==> config.mk <==
export PLATFORM = sky130hd
export DESIGN_NAME = pedometer_core
export DESIGN_NICKNAME = d
export VERILOG_FILES = /design/src/rtl/pedometer_core.sv
export SDC_FILE = /design/constraint.sdc
export NUM_CORES = 1
export LEC_CHECK = 0
export ABC_AREA = 1
export BUFFER_PORTS_ARGS = -buffer_cell sky130_fd_sc_hd__buf_4
export CELL_PAD_IN_SITES_DETAIL_PLACEMENT = 0
export CELL_PAD_IN_SITES_GLOBAL_PLACEMENT = 2
export CORE_ASPECT_RATIO = 0.7
export CORE_UTILIZATION = 39
export DETAILED_ROUTE_END_ITERATION = 16
export HOLD_SLACK_MARGIN = 0.02
export PLACE_DENSITY_LB_ADDON = 0.3
export SYNTH_ARGS = -nofsm -noshare
export SYNTH_HDL_FRONTEND = slang
export SYNTH_SLANG_ARGS = --single-unit
export TNS_END_PERCENT = 5
==> constraint.sdc <==
create_clock -name clk -period 18.4 [get_ports clk]
set_input_delay 0.92 -clock clk [delete_from_list [all_inputs] [get_ports clk]]
set_output_delay 0.92 -clock clk [all_outputs]
set_load 0.02 [all_outputs]
==> src/rtl/pedometer_core.sv <==
// Step-detection engine: accepts multi-axis accelerometer samples, keeps a sliding window
// of per-sample magnitudes and a weight file, scores the window with a saturating MAC and
// counts steps with hysteresis.
module pedometer_core #(
  parameter int DATA_W      = 8,
  parameter int NUM_AXES    = 2,
  parameter int NUM_WEIGHTS = 8,
  parameter int ADDR_W      = $clog2(NUM_WEIGHTS),
  parameter int ACC_W       = 24,
  parameter int CNT_W       = 16
) (
  input  logic                             clk,
  input  logic                             reset,
  input  logic                             sample_valid,
  output logic                             sample_ready,
  input  logic [NUM_AXES*DATA_W-1:0]       sample,
  input  logic                             wr_en1,
  input  logic [ADDR_W-1:0]                wr_addr1,
  input  logic signed [DATA_W-1:0]         wr_data1,
  input  logic                             wr_en2,
  input  logic [ADDR_W-1:0]                wr_addr2,
  input  logic signed [DATA_W-1:0]         wr_data2,
  input  logic signed [ACC_W-1:0]          thr_hi,
  input  logic signed [ACC_W-1:0]          thr_lo,
  input  logic                             clear_count,
  output logic                             step_pulse,
  output logic [CNT_W-1:0]                 step_count,
  output logic                             count_sat,
  output logic                             wr_err,
  output logic signed [ACC_W-1:0]          score
);

  localparam int M_W    = DATA_W + $clog2(NUM_AXES) + 1;
  localparam int PROD_W = DATA_W + M_W + 1;
  localparam int SUM_W  = ((ACC_W > PROD_W) ? ACC_W : PROD_W) + 1;
  localparam logic [CNT_W-1:0] CNT_MAX = '1;

  typedef enum logic [1:0] {IDLE, LOAD, MAC, DECIDE} state_t;

  state_t state, state_next;

  logic                       accept;
  logic                       load_en;
  logic                       mac_en;
  logic                       decide_en;
  logic [ADDR_W-1:0]          k;
  logic                       last_k;
  logic [NUM_AXES*DATA_W-1:0] sample_q;
  logic [M_W-1:0]             mag;
  logic [M_W-1:0]             window  [NUM_WEIGHTS];
  logic signed [DATA_W-1:0]   weights [NUM_WEIGHTS];
  logic signed [ACC_W-1:0]    acc;
  logic signed [ACC_W-1:0]    acc_sat;
  logic signed [DATA_W-1:0]   w_k;
  logic [M_W-1:0]             m_k;
  logic signed [PROD_W-1:0]   w_ext;
  logic signed [PROD_W-1:0]   m_ext;
  logic signed [PROD_W-1:0]   prod;
  logic signed [SUM_W-1:0]    sum_ext;
  logic signed [SUM_W-1:0]    acc_max_ext;
  logic signed [SUM_W-1:0]    acc_min_ext;
  logic                       step_hit;
  logic                       rearm;
  logic                       armed;

  function automatic logic [DATA_W:0] abs_val(input logic signed [DATA_W-1:0] a);
    logic signed [DATA_W:0] e;
    e = {a[DATA_W-1], a};
    return (e < 0) ? -e : e;
  endfunction

  // ---------------- control FSM ----------------
  // NOTE: sequential state is written with non-blocking assignments so every register
  // samples pre-edge values, independent of the order the always_ff blocks execute in.
  always_ff @(posedge clk or posedge reset) begin
    if (reset) state <= IDLE;
    else       state <= state_next;
  end

  assign last_k = (k == ADDR_W'(NUM_WEIGHTS - 1));

  // NOTE: every combinational output gets a default first, so no path can leave it
  // unassigned and infer a latch.
  always_comb begin
    state_next = state;
    case (state)
      IDLE:    if (accept) state_next = LOAD;
      LOAD:    state_next = MAC;
      MAC:     if (last_k) state_next = DECIDE;
      DECIDE:  state_next = IDLE;
      default: state_next = IDLE;
    endcase
  end

  // Ready is gated by reset itself so it stays low for the whole reset pulse.
  always_comb begin
    sample_ready = 1'b0;
    load_en      = 1'b0;
    mac_en       = 1'b0;
    decide_en    = 1'b0;
    case (state)
      IDLE:    sample_ready = ~reset;
      LOAD:    load_en      = 1'b1;
      MAC:     mac_en       = 1'b1;
      DECIDE:  decide_en    = 1'b1;
      default: sample_ready = 1'b0;
    endcase
  end

  assign accept = sample_valid & sample_ready;

  // ---------------- sample capture and window ----------------
  always_ff @(posedge clk or posedge reset) begin
    if (reset)       sample_q <= '0;
    else if (accept) sample_q <= sample;
  end

  always_comb begin
    mag = '0;
    for (int i = 0; i < NUM_AXES; i++)
      mag = mag + M_W'(abs_val(sample_q[i*DATA_W +: DATA_W]));
  end

  always_ff @(posedge clk or posedge reset) begin
    if (reset) begin
      for (int i = 0; i < NUM_WEIGHTS; i++) window[i] <= '0;
    end else if (load_en) begin
      window[0] <= mag;
      for (int i = 1; i < NUM_WEIGHTS; i++) window[i] <= window[i-1];
    end
  end

  // ---------------- weight file ----------------
  // NOTE: the weight file is a register array that must read back as zero after reset,
  // so it is cleared in the reset branch rather than left to power-up contents.
  always_ff @(posedge clk or posedge reset) begin
    if (reset) begin
      for (int i = 0; i < NUM_WEIGHTS; i++) weights[i] <= '0;
      wr_err <= 1'b0;
    end else begin
      wr_err <= (state != IDLE) && (wr_en1 || wr_en2);
      if (state == IDLE) begin
        // Port 2 is assigned last so it wins on an address collision.
        if (wr_en1) weights[wr_addr1] <= wr_data1;
        if (wr_en2) weights[wr_addr2] <= wr_data2;
      end
    end
  end

  // ---------------- saturating MAC ----------------
  assign w_k   = weights[k];
  assign m_k   = window[k];
  assign w_ext = {{(PROD_W-DATA_W){w_k[DATA_W-1]}}, w_k};
  assign m_ext = {{(PROD_W-M_W){1'b0}}, m_k};
  assign prod  = w_ext * m_ext;

  assign sum_ext = {{(SUM_W-PROD_W){prod[PROD_W-1]}}, prod}
                 + {{(SUM_W-ACC_W){acc[ACC_W-1]}}, acc};

  assign acc_max_ext = {{(SUM_W-ACC_W+1){1'b0}}, {(ACC_W-1){1'b1}}};
  assign acc_min_ext = {{(SUM_W-ACC_W+1){1'b1}}, {(ACC_W-1){1'b0}}};

  always_comb begin
    acc_sat = sum_ext[ACC_W-1:0];
    if (sum_ext > acc_max_ext)      acc_sat = acc_max_ext[ACC_W-1:0];
    else if (sum_ext < acc_min_ext) acc_sat = acc_min_ext[ACC_W-1:0];
  end

  always_ff @(posedge clk or posedge reset) begin
    if (reset) begin
      acc <= '0;
      k   <= '0;
    end else if (load_en) begin
      acc <= '0;
      k   <= '0;
    end else if (mac_en) begin
      acc <= acc_sat;
      k   <= k + ADDR_W'(1);
    end
  end

  // ---------------- hysteresis decision and counter ----------------
  assign step_hit = decide_en &&  armed && (acc >= thr_hi);
  assign rearm    = decide_en && !armed && (acc <  thr_lo);

  always_ff @(posedge clk or posedge reset) begin
    if (reset) begin
      score      <= '0;
      step_pulse <= 1'b0;
      armed      <= 1'b1;
    end else begin
      step_pulse <= step_hit;
      if (decide_en) score <= acc;
      if (step_hit)   armed <= 1'b0;
      else if (rearm) armed <= 1'b1;
    end
  end

  // The counter parks at all-ones; a clear in the same cycle overrides any increment.
  always_ff @(posedge clk or posedge reset) begin
    if (reset) begin
      step_count <= '0;
      count_sat  <= 1'b0;
    end else if (clear_count) begin
      step_count <= '0;
      count_sat  <= 1'b0;
    end else if (step_hit && (step_count != CNT_MAX)) begin
      step_count <= step_count + CNT_W'(1);
      if (step_count == CNT_MAX - CNT_W'(1)) count_sat <= 1'b1;
    end
  end

endmodule

==> impl_results.md <==
- Status: finished clean
- Remaining DRCs: 0
- Worst Setup SP: k[1]
- GRT Total Usage: 22.3%
- Setup tns final: 0 ns
- DRT Pass-1 Iters: 7
- Sequential area share after synthesis: 33.2%
- CP Max Fanout: 39
- Die width: 255 um
- Floorplan die area: 0.0458 mm^2
- Register bit total from synthesis: 233
- Clock Pin Slew Worst Setup and Hold Paths: 0.06 ns
- CP Buf/Inv Count: 6
- Initial drt markers: 1412
- Worst slew pin tran: 1.03 ns
- Worst Path Arrival: 7.70 ns
- Final ANT Viol Nets: 0
- EDFF count, synth: 0
- Layout cells sized above 1: 11.9%
- Worst Hold Launch: window[8]
- Max clock buf depth: 3
- RSZ-0062 raised after global routing: false
- Area Overhead vs Synth: 14.3%
- Finish-stage setup viols: 0
- Placer Congestion: 0.840
- Final wirelength: 51200 um
- Post-synthesis async set-or-reset flop share: 100%
- Yosys cell types: 52
- Setup Buffers After CTS: 0
- Required @ worst endpoint: 18.89 ns
- Kind of critical path: flop to flop
- Antenna violations before repair: 0
- # IOs: 136
- Clock tree sinks: 233
- Grt ovf: 0
- Clock Tree Root: clkbuf_16
- Cells after Synth: 2286
- Die height: 179 um
- Resized cells post-CTS: 0
- Core area: 0.0440 mm^2
- Clock Skews: 0.0110 ns
- Avg Cell Area, Syn: 7.67 um^2
- Buffers on Ports: 135
- Worst-Skew Late Latency: 0.56 ns
- Slowest cell delay on critical path: 0.61 ns
- Reg-to-Reg Start: k[1]
- Slowest-stage cell, CP: nor2_8
- Num rows: 64
- Peak Freq: 0.139 GHz
- Fin. Hold Viols: 0
- Vias: 15200
- Hold WC Path Type: flop to flop
- Period utilization: 39.2%
- CTS Buf Count: 28
- Routed WL per cell: 17.0 um
- Number of global-route vias before repair: 14500
- Most numerous cell on the critical path: nand2_1
- CTS tree: done
- Worst path top cell family by delay: adder cells
- Slew Limit Headroom: 31.3%
- Final nets: 2694
- Post-synth top area cell: dfrtp_1
- Max-slew violations: 0
- Leading register cell type out of synthesis: dfrtp_1
- Hold_buf cts: 0
- First-pass GRT wire length: 82400 um
- Starting Density: 39.8%
- HPWL after DPL: 38300 um
- Diode count: 0
- Mean number of vias per cell: 5.05
- Largest net degree at the start of global routing: 92
- Mapped Area: 0.0175 mm^2
- Syn. warnings: 0
- Post-synth top area share: 33.1%
- Fin crit period: 7.21 ns
- Crit. End Element: flop
- Startpoint types: flop
- # H-tree levels: 1
- Synth top area cells: dfrtp_1 33%, ha_1 10%, inv_1 9.0%
- Maxcap violations: 0
-- stage by stage --
stage / hold WS [ns] / area [um^2] / util (%) / std cells / setup WS, ns
floorplan: 0.443 / 17500 / - / 2287 / 11.09
global placement: 0.454 / 19100 / 43.4 / 2958 / 11.41
detailed placement: 0.461 / 19100 / 43.4 / 2958 / 11.22
CTS: 0.476 / 20000 / 45.5 / 3007 / 11.19
global route: 0.508 / 20000 / 45.5 / 3007 / 10.73
finish: 0.477 / 20000 / 45.5 / 3007 / 11.19
-- area by class of cell --
| class | instances | area [um^2] |
|---|---|---|
| Clock buffer | 41 | 841 |
| Clock inverter | 8 | 97.6 |
| Fill cell | 4492 | 24000 |
| Inverter | 432 | 1630 |
| Multi-Input combinational cell | 1547 | 9760 |
| Sequential cell | 233 | 5830 |
| Tap cell | 594 | 743 |
| Timing Repair Buffer | 152 | 1140 |
-- sequential cells by signal (all words and copies together) (netlist names), 2 cells and up --
name	flops
acc	24
k	3
sample_q	16
score	24
state	2
step_count	16
weights	64
window	80
-- per-layer routing --
metal | up-vias | part of all wire, % | GRT usage [%]
li1 | 7549 | - | -
met1 | 7205 | 53 | 36.3
met2 | 382 | 40 | 30.0
met3 | 55 | 5.3 | 3.65
met4 | 0 | 1.8 | 4.62
met5 | - | 0 | 0
-- placed cells by master, fill, tap and decap left out, types with 58 or more instances in the layout --
| cell type | instances |
|---|---|
| o21ai_0 | 292 |
| nand2_1 | 418 |
| a21oi_1 | 105 |
| ha_1 | 138 |
| buf_4 | 152 |
| fa_1 | 67 |
| nand3_1 | 58 |
| nor2_1 | 177 |
| inv_1 | 419 |
| dfrtp_1 | 230 |
-- path summary, 6_finish.rpt --
path	cells after the start	slack [ns]	end
max reg2reg	29	11.19	acc[22]
max in group asynchronous	3	16.40	window[31]
min in group asynchronous	2	0.49	weights[41]
min	2	0.48	window[8]
min reg2reg	2	0.48	window[8]
max	29	11.19	acc[22]
-- cells in the mapped netlist (3+ instances only) --
master and n:
dfrtp_1 232, nor4_1 6, nor2_2 3, mux2_2 10
o22ai_1 43, nand4_1 15, clkbuf_1 55, xnor2_1 8
nor3_2 3, buf_2 10, inv_2 8, nand2_4 21
ha_1 141, nand3_1 58, buf_4 4, nor2_1 177
xor2_1 32, a32oi_1 16, inv_1 421, nand2_2 24
a21o_1 4, fa_1 67, a21oi_1 105, o31ai_1 3
o21ai_1 53, o21ai_0 292, o211ai_1 11, nand2_1 418
buf_1 4, nand3_2 3, nor3_1 11
-- cells by family (layout without fill, tap and decap cells) --
logic type,after synthesis,in the layout,synth area share [%]
and+or+nand+nor,750,750,18.8
AOI/OAI and AO/OA,537,537,16.4
buffers and inverters,507,633,11.2
DFF,233,233,33.2
adders and majority gates,208,208,17.7
xor gates and xnor gates,40,40,2.00
muxes,10,10,0.642
other,1,2,0.0214
-- worst reg2reg max path: cells and delay by family (launching register included) --
| family | cells | cell delay, ns |
|---|---|---|
| buf+inv | 6 | 1.26 |
| compound gates | 5 | 0.72 |
| flops | 1 | 0.57 |
| fa+ha+maj | 6 | 2.69 |
| simple gates | 12 | 1.90 |
Power is not shown: default switching activity piles up to over one toggle a cycle in this logic, so the estimate is an artifact.
